**src/rtl/sdram_init_refresh.sv**
```systemverilog
// SDRAM power-up sequencer and periodic auto-refresh scheduler.
// Borrows the command bus from the controller via ref_req/ref_gnt.
module sdram_init_refresh #(
  parameter int          T_POWERUP    = 5000,
  parameter int          T_RP         = 2,
  parameter int          T_RFC        = 4,
  parameter int          T_MRD        = 2,
  parameter int          N_INIT_REF   = 8,
  parameter int          REF_INTERVAL = 390,
  parameter logic [12:0] MODE_REG     = 13'h022
) (
  input  logic        clk,
  input  logic        reset,
  input  logic        clk_ok,
  output logic        sd_cke,
  output logic [3:0]  sd_cmd,
  output logic [1:0]  sd_ba,
  output logic [12:0] sd_a,
  output logic        init_done,
  output logic        ref_req,
  input  logic        ref_gnt,
  output logic        own_bus
);

  localparam logic [3:0] C_INH = 4'b1111;
  localparam logic [3:0] C_NOP = 4'b0111;
  localparam logic [3:0] C_PRE = 4'b0010;
  localparam logic [3:0] C_REF = 4'b0001;
  localparam logic [3:0] C_LMR = 4'b0000;

  localparam int TM1 = (T_POWERUP > T_RP) ? T_POWERUP : T_RP;
  localparam int TM2 = (T_RFC > T_MRD) ? T_RFC : T_MRD;
  localparam int TMAX = (TM1 > TM2) ? TM1 : TM2;
  localparam int CW = $clog2(TMAX + 1);
  localparam int RW = $clog2(N_INIT_REF + 1);
  localparam int IW = $clog2(REF_INTERVAL + 1);

  typedef enum logic [2:0] {
    S_WAIT_CLK,
    S_POWERUP,
    S_PRE,
    S_REF,
    S_MRS,
    S_IDLE,
    S_RPRE,
    S_RREF
  } state_t;

  state_t        state, state_d;
  logic [CW-1:0] wcnt, wcnt_d;
  logic [RW-1:0] rcnt, rcnt_d;
  logic [IW-1:0] timer, timer_d;
  logic [2:0]    pending, pending_d;
  logic          issue;
  logic          cke_d, done_d, req_d, own_d;
  logic [3:0]    cmd_d;
  logic [12:0]   a_d;
  logic          wrap, ref_done;

  assign wrap     = init_done && (timer == IW'(REF_INTERVAL - 1));
  assign ref_done = (state == S_RREF) && (wcnt == '0);
  assign sd_ba    = 2'b00;

  always_comb begin
    state_d   = state;
    wcnt_d    = wcnt;
    rcnt_d    = rcnt;
    issue     = 1'b0;
    timer_d   = '0;
    pending_d = pending;
    cke_d     = 1'b1;
    cmd_d     = C_NOP;
    a_d       = '0;

    // Each command state lasts T cycles: command in the first, NOP after.
    unique case (state)
      S_WAIT_CLK: begin
        if (clk_ok) begin
          state_d = S_POWERUP;
          wcnt_d  = CW'(T_POWERUP - 1);
        end
      end
      S_POWERUP: begin
        if (wcnt == '0) begin
          state_d = S_PRE;
          issue   = 1'b1;
          wcnt_d  = CW'(T_RP - 1);
        end else begin
          wcnt_d = wcnt - CW'(1);
        end
      end
      S_PRE: begin
        if (wcnt == '0) begin
          state_d = S_REF;
          issue   = 1'b1;
          wcnt_d  = CW'(T_RFC - 1);
          rcnt_d  = '0;
        end else begin
          wcnt_d = wcnt - CW'(1);
        end
      end
      S_REF: begin
        if (wcnt != '0) begin
          wcnt_d = wcnt - CW'(1);
        end else if (rcnt == RW'(N_INIT_REF - 1)) begin
          state_d = S_MRS;
          issue   = 1'b1;
          wcnt_d  = CW'(T_MRD - 1);
        end else begin
          issue  = 1'b1;
          rcnt_d = rcnt + RW'(1);
          wcnt_d = CW'(T_RFC - 1);
        end
      end
      S_MRS: begin
        if (wcnt == '0) state_d = S_IDLE;
        else wcnt_d = wcnt - CW'(1);
      end
      S_IDLE: begin
        if (ref_req && ref_gnt) begin
          state_d = S_RPRE;
          issue   = 1'b1;
          wcnt_d  = CW'(T_RP - 1);
        end
      end
      S_RPRE: begin
        if (wcnt == '0) begin
          state_d = S_RREF;
          issue   = 1'b1;
          wcnt_d  = CW'(T_RFC - 1);
        end else begin
          wcnt_d = wcnt - CW'(1);
        end
      end
      S_RREF: begin
        if (wcnt == '0) state_d = S_IDLE;
        else wcnt_d = wcnt - CW'(1);
      end
    endcase

    if (init_done && !wrap) timer_d = timer + IW'(1);

    if (wrap && !ref_done && pending != 3'd7) pending_d = pending + 3'd1;
    else if (!wrap && ref_done && pending != 3'd0) pending_d = pending - 3'd1;

    if (!clk_ok) begin
      state_d   = S_WAIT_CLK;
      wcnt_d    = '0;
      rcnt_d    = '0;
      issue     = 1'b0;
      timer_d   = '0;
      pending_d = '0;
    end

    own_d  = (state_d != S_IDLE);
    done_d = (state_d == S_IDLE) || (state_d == S_RPRE) ||
             (state_d == S_RREF);
    req_d  = done_d && (pending_d != 3'd0);

    if (state_d == S_WAIT_CLK) begin
      cke_d = 1'b0;
      cmd_d = C_INH;
    end else if (issue) begin
      unique case (state_d)
        S_PRE, S_RPRE: begin
          cmd_d   = C_PRE;
          a_d[10] = 1'b1;
        end
        S_REF, S_RREF: cmd_d = C_REF;
        S_MRS: begin
          cmd_d = C_LMR;
          a_d   = MODE_REG;
        end
        default: cmd_d = C_NOP;
      endcase
    end
  end

  always_ff @(posedge clk or posedge reset) begin
    if (reset) begin
      state     <= S_WAIT_CLK;
      wcnt      <= '0;
      rcnt      <= '0;
      timer     <= '0;
      pending   <= '0;
      sd_cke    <= 1'b0;
      sd_cmd    <= C_INH;
      sd_a      <= '0;
      init_done <= 1'b0;
      ref_req   <= 1'b0;
      own_bus   <= 1'b1;
    end else begin
      state     <= state_d;
      wcnt      <= wcnt_d;
      rcnt      <= rcnt_d;
      timer     <= timer_d;
      pending   <= pending_d;
      sd_cke    <= cke_d;
      sd_cmd    <= cmd_d;
      sd_a      <= a_d;
      init_done <= done_d;
      ref_req   <= req_d;
      own_bus   <= own_d;
    end
  end

endmodule

```
**config.mk**
```make
export PLATFORM = sky130hd
export DESIGN_NAME = sdram_init_refresh
export DESIGN_NICKNAME = d
export VERILOG_FILES = /design/src/rtl/sdram_init_refresh.sv
export SDC_FILE = /design/constraint.sdc
export NUM_CORES = 1
export LEC_CHECK = 0
export ABC_CLOCK_PERIOD_IN_PS = 2660
export BUFFER_PORTS_ARGS = -buffer_cell sky130_fd_sc_hd__clkbuf_2
export CAP_MARGIN = 20
export CORE_UTILIZATION = 47
export CTS_CLUSTER_DIAMETER = 100
export DETAILED_ROUTE_END_ITERATION = 8
export GPL_TIMING_DRIVEN = 0
export HOLD_SLACK_MARGIN = 0.02
export PLACE_DENSITY = 0.64
export SYNTH_ARGS = -nofsm -noshare
export SYNTH_HDL_FRONTEND = slang
export SYNTH_SLANG_ARGS = --single-unit
```
**constraint.sdc**
```tcl
create_clock -name clk -period 2.66 [get_ports clk]
set_input_delay 0.532 -clock clk [delete_from_list [all_inputs] [get_ports clk]]
set_output_delay 0.532 -clock clk [all_outputs]
set_load 0.01 [all_outputs]
```
---- Word-level counts from Yosys, hierarchy flattened ----
Cells that the tools add are included.
word-level totals
  memories ................................ 0
  input bits .............................. 4
  memory bits (read-only) ................. 0
  output and inout port bits .............. 23
  bits in latches ......................... 0
  RAM bits ................................ 0
  logic and storage cells ................. 105
  bits in registers ....................... 53
operators by class
  multiplexer cells ....................... 40
  shift operators ......................... 0
  reduce and logical (&&, ||, !) cells .... 26
  divide/modulo/power cells ............... 0
  equality and inequality tests ........... 23
  multipliers ............................. 0
  magnitude comparators ................... 0
  bitwise logic cells ..................... 0
  add/subtract/negate cells ............... 5
operators by type and width
  kind                                                 number
  two-way mux 13 bit                                   6
  case mux 13 bit (6 select lines)                     1
  two-way mux 3 bit                                    12
  == test 3 bit (second input constant)                8
  two-way mux 11 bit                                   2
  inequality test 3 bit (second input constant)        7
  case mux 3 bit (7 select lines)                      1
  two-way mux 4 bit                                    5
  two-way mux 9 bit                                    2
  logical NOT 13 bit                                   1
  nonzero test 13 bit                                  1
  subtractor 13 x 1 -> 13 bit (second input constant)  1
  == test 3 x 2 -> 1 bit (second input constant)       4
  adder 9 x 1 -> 9 bit (second input constant)         1
  == test 9 bit (second input constant)                1
  logical AND 1 bit                                    9
  case mux 3 bit (3 select lines)                      1
  case mux 4 bit (2 select lines)                      1
  OR reduction 2 bit                                   4
  logical NOT 3 bit                                    2
  two-way mux 1 bit                                    6
  two-way mux 6 bit                                    1
  nonzero test 3 bit                                   2
  adder 4 x 1 -> 4 bit (second input constant)         1
  12 further kinds                                     14

---- Depth between registers and ports, before layout ----
  word-level depth ........................ 10
  depth in mapped cells ................... 10
  depth with buffers taken out ............ 8

---- Least setup slack after synthesis ----
No wires, ideal clock.
  path type ............................... reg2reg
  from .................................... reg wcnt[0]
  to ...................................... reg ref_req
  arrival time ............................ 1941 ps
  period minus slack after synthesis ...... 2069 ps
  data required time ...................... 2532 ps
  stages on the path, launching flop included .. 8
  setup slack ............................. 591 ps
  cell sequence ........................... dfrtp_1 inv_1 ha_1 nor3b_1 nand4_1 o21a_1 o31a_2 a21boi_2
between the ends
  elaborated cells on any way between the ends .. 25
RTL lines
  what                                                       line  text
  start, declared                                            50    logic [CW-1:0] wcnt, wcnt_d;
  start signal, assigned                                     194   wcnt <= wcnt_d;
  logical NOT 13 bit or nonzero test 13 bit (tied branches)  -
  two-way mux 3 bit (on tied branches)                       -
  case mux 3 bit (7 select lines) *                          76    unique case (state)
  two-way mux 3 bit *                                        146   if (!clk_ok) begin
  == test 3 bit                                              156   done_d = (state_d == S_IDLE) || (state_d == S_RPRE) ||
  logical OR 1 bit                                           156
  logical OR 1 bit *                                         156
  net done_d                                                 55    logic cke_d, done_d, req_d, own_d;
  logical AND 1 bit *                                        158   req_d = done_d && (pending_d != 3'd0);
  net req_d                                                  55
  end signal, assigned                                       202   ref_req <= req_d;
  end, declared                                              20    output logic ref_req,
The timed path passes the listed nets; every way through them passes the cells marked *.
A chain may end at the register's enable or synchronous reset.

---- Worst setup path in the final report ----
  from .................................... reg wcnt[0]
  to ...................................... reg wcnt[5]
between the ends
  cells in the longest elaborated chain, start to end .. 4
  elaborated cells on any way between the ends .. 11
RTL lines
  what                                                 line
  subtractor 13 x 1 -> 13 bit (tied with other cells)  -
  two-way mux 13 bit (on tied branches)                -
  case mux 13 bit (6 select lines)                     76
  two-way mux 13 bit                                   146
Parallel ways exist; a longest one is shown, timed or not. The select of a mux whose other input is x is not followed.

==> impl_metrics.ini <==
[synthesis]
synth.top_cell.area_share_pct = 36.1
yosys-top-cells-area = dfrtp_1 (36%), dfstp_2 (5.1%), a21oi_1 (4.3%), buf_4 (4.1%), nor2_1 (3.9%)
synth_cells = 291
yosys.area.top_type = dfrtp_1
syn_area_sq_um = 2570
yosysSeqAreaShare_pct = 41.2
ys_warn_count = 0
synthFlopType = dfrtp_1
synthArstFlopShare_pct = 100
synth_edf_count = 0
synth_seq_cells = 42
avgSynthCellArea_sq_um = 8.82
synth_cell_type_count = 56

[clock_tree]
clkSlewWorstSetupHoldPaths_ns = 0.09
htreeDepth = 2
insertion_delay_ns = 0.30
tritoncts = yes
clock_sinks = 42
numCtsBuffers = 5
cts.root.buffer_cell = clkbuf_8
cts_buffer_depth = 2

[floorplanning]
die_area_sq_um = 5760
die_w_microns = 75.9
rows = 26
initial_core_util_pct = 49.6
coreArea_sq_um = 5170
ios = 27
die_h_microns = 75.9

[job]
drv_cap = 0

[timing]
rsz0062_at_grt = false
hold_violations = 0
slew_viol_final = 0
fmax_mhz = 411
setup_violations = 0
relSlewSlack_pct = 41.2
whs_ns = 0.390
fin_tns_setup_ns = 0
min_period_ns = 2.43
finalClockSkew_ns = 0.0101
tightest_slew_ns = 0.880
fin_crit_sh_pct = 91.5

[global_route]
grt-ovfl-total = 0
grt_max_degree = 43
grt.total_usage_pct = 20.8
grt_pass1_vias = 1882
grt_first_pass_wirelength_mm = 9.00
grt_antenna_before_repair = 0

[layout]
layout_common_cells = dfrtp_1 (37), nor2_1 (27), nand2_1 (24)
layout_commonest_cell = dfrtp_1
antenna_cells = 0
layout-drive-gt1-share_pct = 16.4
final_cells = 394
fin_nets = 335
synthToLayoutAreaGrowth_pct = 12.2

[placement]
dp.cells = 386
dp_hpwl_mm = 4.06
place_congestion = 0.890
portBuffers = 14

[hold_path]
hold_path.class = primary input to asynchronous set/reset pin

[power_and_ir_drop]
total_power_mw = 1.45
power_density_nw_per_um2 = 504
p_leak_nw = 1.27
peakVddDrop_uv = 293

[setup_path]
worstPathRequired_ns = 2.89
regToRegStartpoint = wcnt[0]$_DFFE_PP0P_
setup.worst_path.start_class = register
r2r_slack_ns = 0.23
path_max_fanout = 10
cp-end-kind = register
path_class = register to register
r2r_cells = 9
rr_endpoint = wcnt[5]$_DFFE_PP0P_
cp.arrival_ns = 2.66
worstSetupStartpoint = wcnt[0]$_DFFE_PP0P_

[drt]
ant_nets = 0
wl_per_cell_microns = 14.4
dr.pass1.iters = 4
totalWireLength_mm = 5.67
drt-initial-drc-count = 122
num_vias = 2174
route.detailed.drc = 0
via_per_inst = 5.52

[status]
outcome = complete, no violations
==> cells in the mapped netlist (2+ instances only) <==
cell type / count
dfrtp_1: 37
nor3_1: 5
a21boi_0: 2
o211ai_1: 3
a31oi_1: 4
a211oi_1: 2
buf_4: 14
xor2_1: 7
o21a_1: 4
mux2i_1: 5
nand2_1: 24
and4_1: 3
a21oi_1: 22
nor2b_1: 4
nand4_1: 10
ha_1: 8
xnor2_1: 2
and2_1: 2
nand3_1: 15
o21ai_0: 14
a21o_1: 2
clkbuf_1: 8
nor2_1: 27
nand4b_1: 5
dfstp_2: 5
buf_2: 3
o22ai_1: 7
nand2b_1: 2
inv_1: 17
and3_1: 2
==> flip-flops by register name, indices dropped and copies added, names as in the netlist <==
| name | flops |
|---|---|
| wcnt | 13 |
| timer | 9 |
| rcnt | 4 |
| sd_cmd | 4 |
| pending | 3 |
| state | 3 |
| sd_a | 2 |
| init_done | 1 |
| own_bus | 1 |
| ref_req | 1 |
| sd_cke | 1 |
==> report_power, final <==
group	switching (mW)	internal [mW]
clock network	0.234	0.277
registers	0.0232	0.663
logic	0.159	0.0946
total	0.416	1.03
==> logic make-up (layout without fill, tap and decap cells) <==
group	count (synthesis)	in the layout	synth area share, %
AOI/OAI and AO/OA	73	73	18.5
xor gates and xnor gates	9	9	3.07
adders and majority gates	8	8	3.90
buffers and inverters	45	67	9.07
DFF	42	42	41.2
muxes	5	5	1.95
other	1	12	0.146
and+or+nand+nor	108	108	22.1
==> repair_timing <==
action                                 in CTS  in global routing
hold buffers                                0                  0
gates resized for setup                     0                  1
setup endpoints to repair                   0                  1
endpoints found under the hold margin       0                  0
setup buffers                               0                  0
==> critical path: stages (launching register included) <==
cell      delay, ns
dfrtp_1        0.39
inv_1          0.08
ha_1           0.22
nor3b_2        0.18
and4_1         0.20
buf_4          0.16
a21oi_1        0.28
clkbuf_1       0.44
nand2_1        0.21
o22ai_1        0.21
==> per-stage QoR <==
| step | utilization, % | setup slack, ns | instance area, sq um |
|---|---|---|---|
| floorplan | - | 0.591 | 2610 |
| finish | 55.7 | 0.226 | 2880 |
| global route | 55.7 | 0.121 | 2880 |
| detailed placement | 53.5 | 0.250 | 2770 |
| global placement | 53.5 | 0.268 | 2770 |
| CTS | 55.6 | 0.216 | 2870 |
==> layout make-up <==
type	count	area [sq um]
Fill cell	473	2290
Multi-Input combinational cell	215	1320
Sequential cell	42	1060
Buffer	27	165
Tap cell	70	87.6
Timing Repair Buffer	14	70.1
Clock buffer	5	68.8
Inverter	18	67.6
Clock inverter	3	40.0
==> per-layer routing <==
metal / track usage [%] / wire (microns) / up-vias / part of all wire (%)
li1: - / - / 1075 / -
met1: 28.5 / 2710 / 1027 / 48
met3: 3.84 / 282 / 9 / 5.0
met2: 32.7 / 2610 / 63 / 46
met5: 0 / 0 / - / 0
met4: 7.61 / 78 / 0 / 1.4
==> worst max path at each step <==
stage / to / depth (start not counted) / slack (ns)
finish: wcnt[5]$_DFFE_PP0P_ / 9 / 0.23
global route: wcnt[5]$_DFFE_PP0P_ / 9 / 0.12
CTS: ref_req$_DFF_PP0_ / 8 / 0.22
detailed placement: ref_req$_DFF_PP0_ / 8 / 0.25
global placement: wcnt[5]$_DFFE_PP0P_ / 9 / 0.27
floorplan: ref_req$_DFF_PP0_ / 7 / 0.59
No activity file was read; power rests on OpenSTA's default activity.
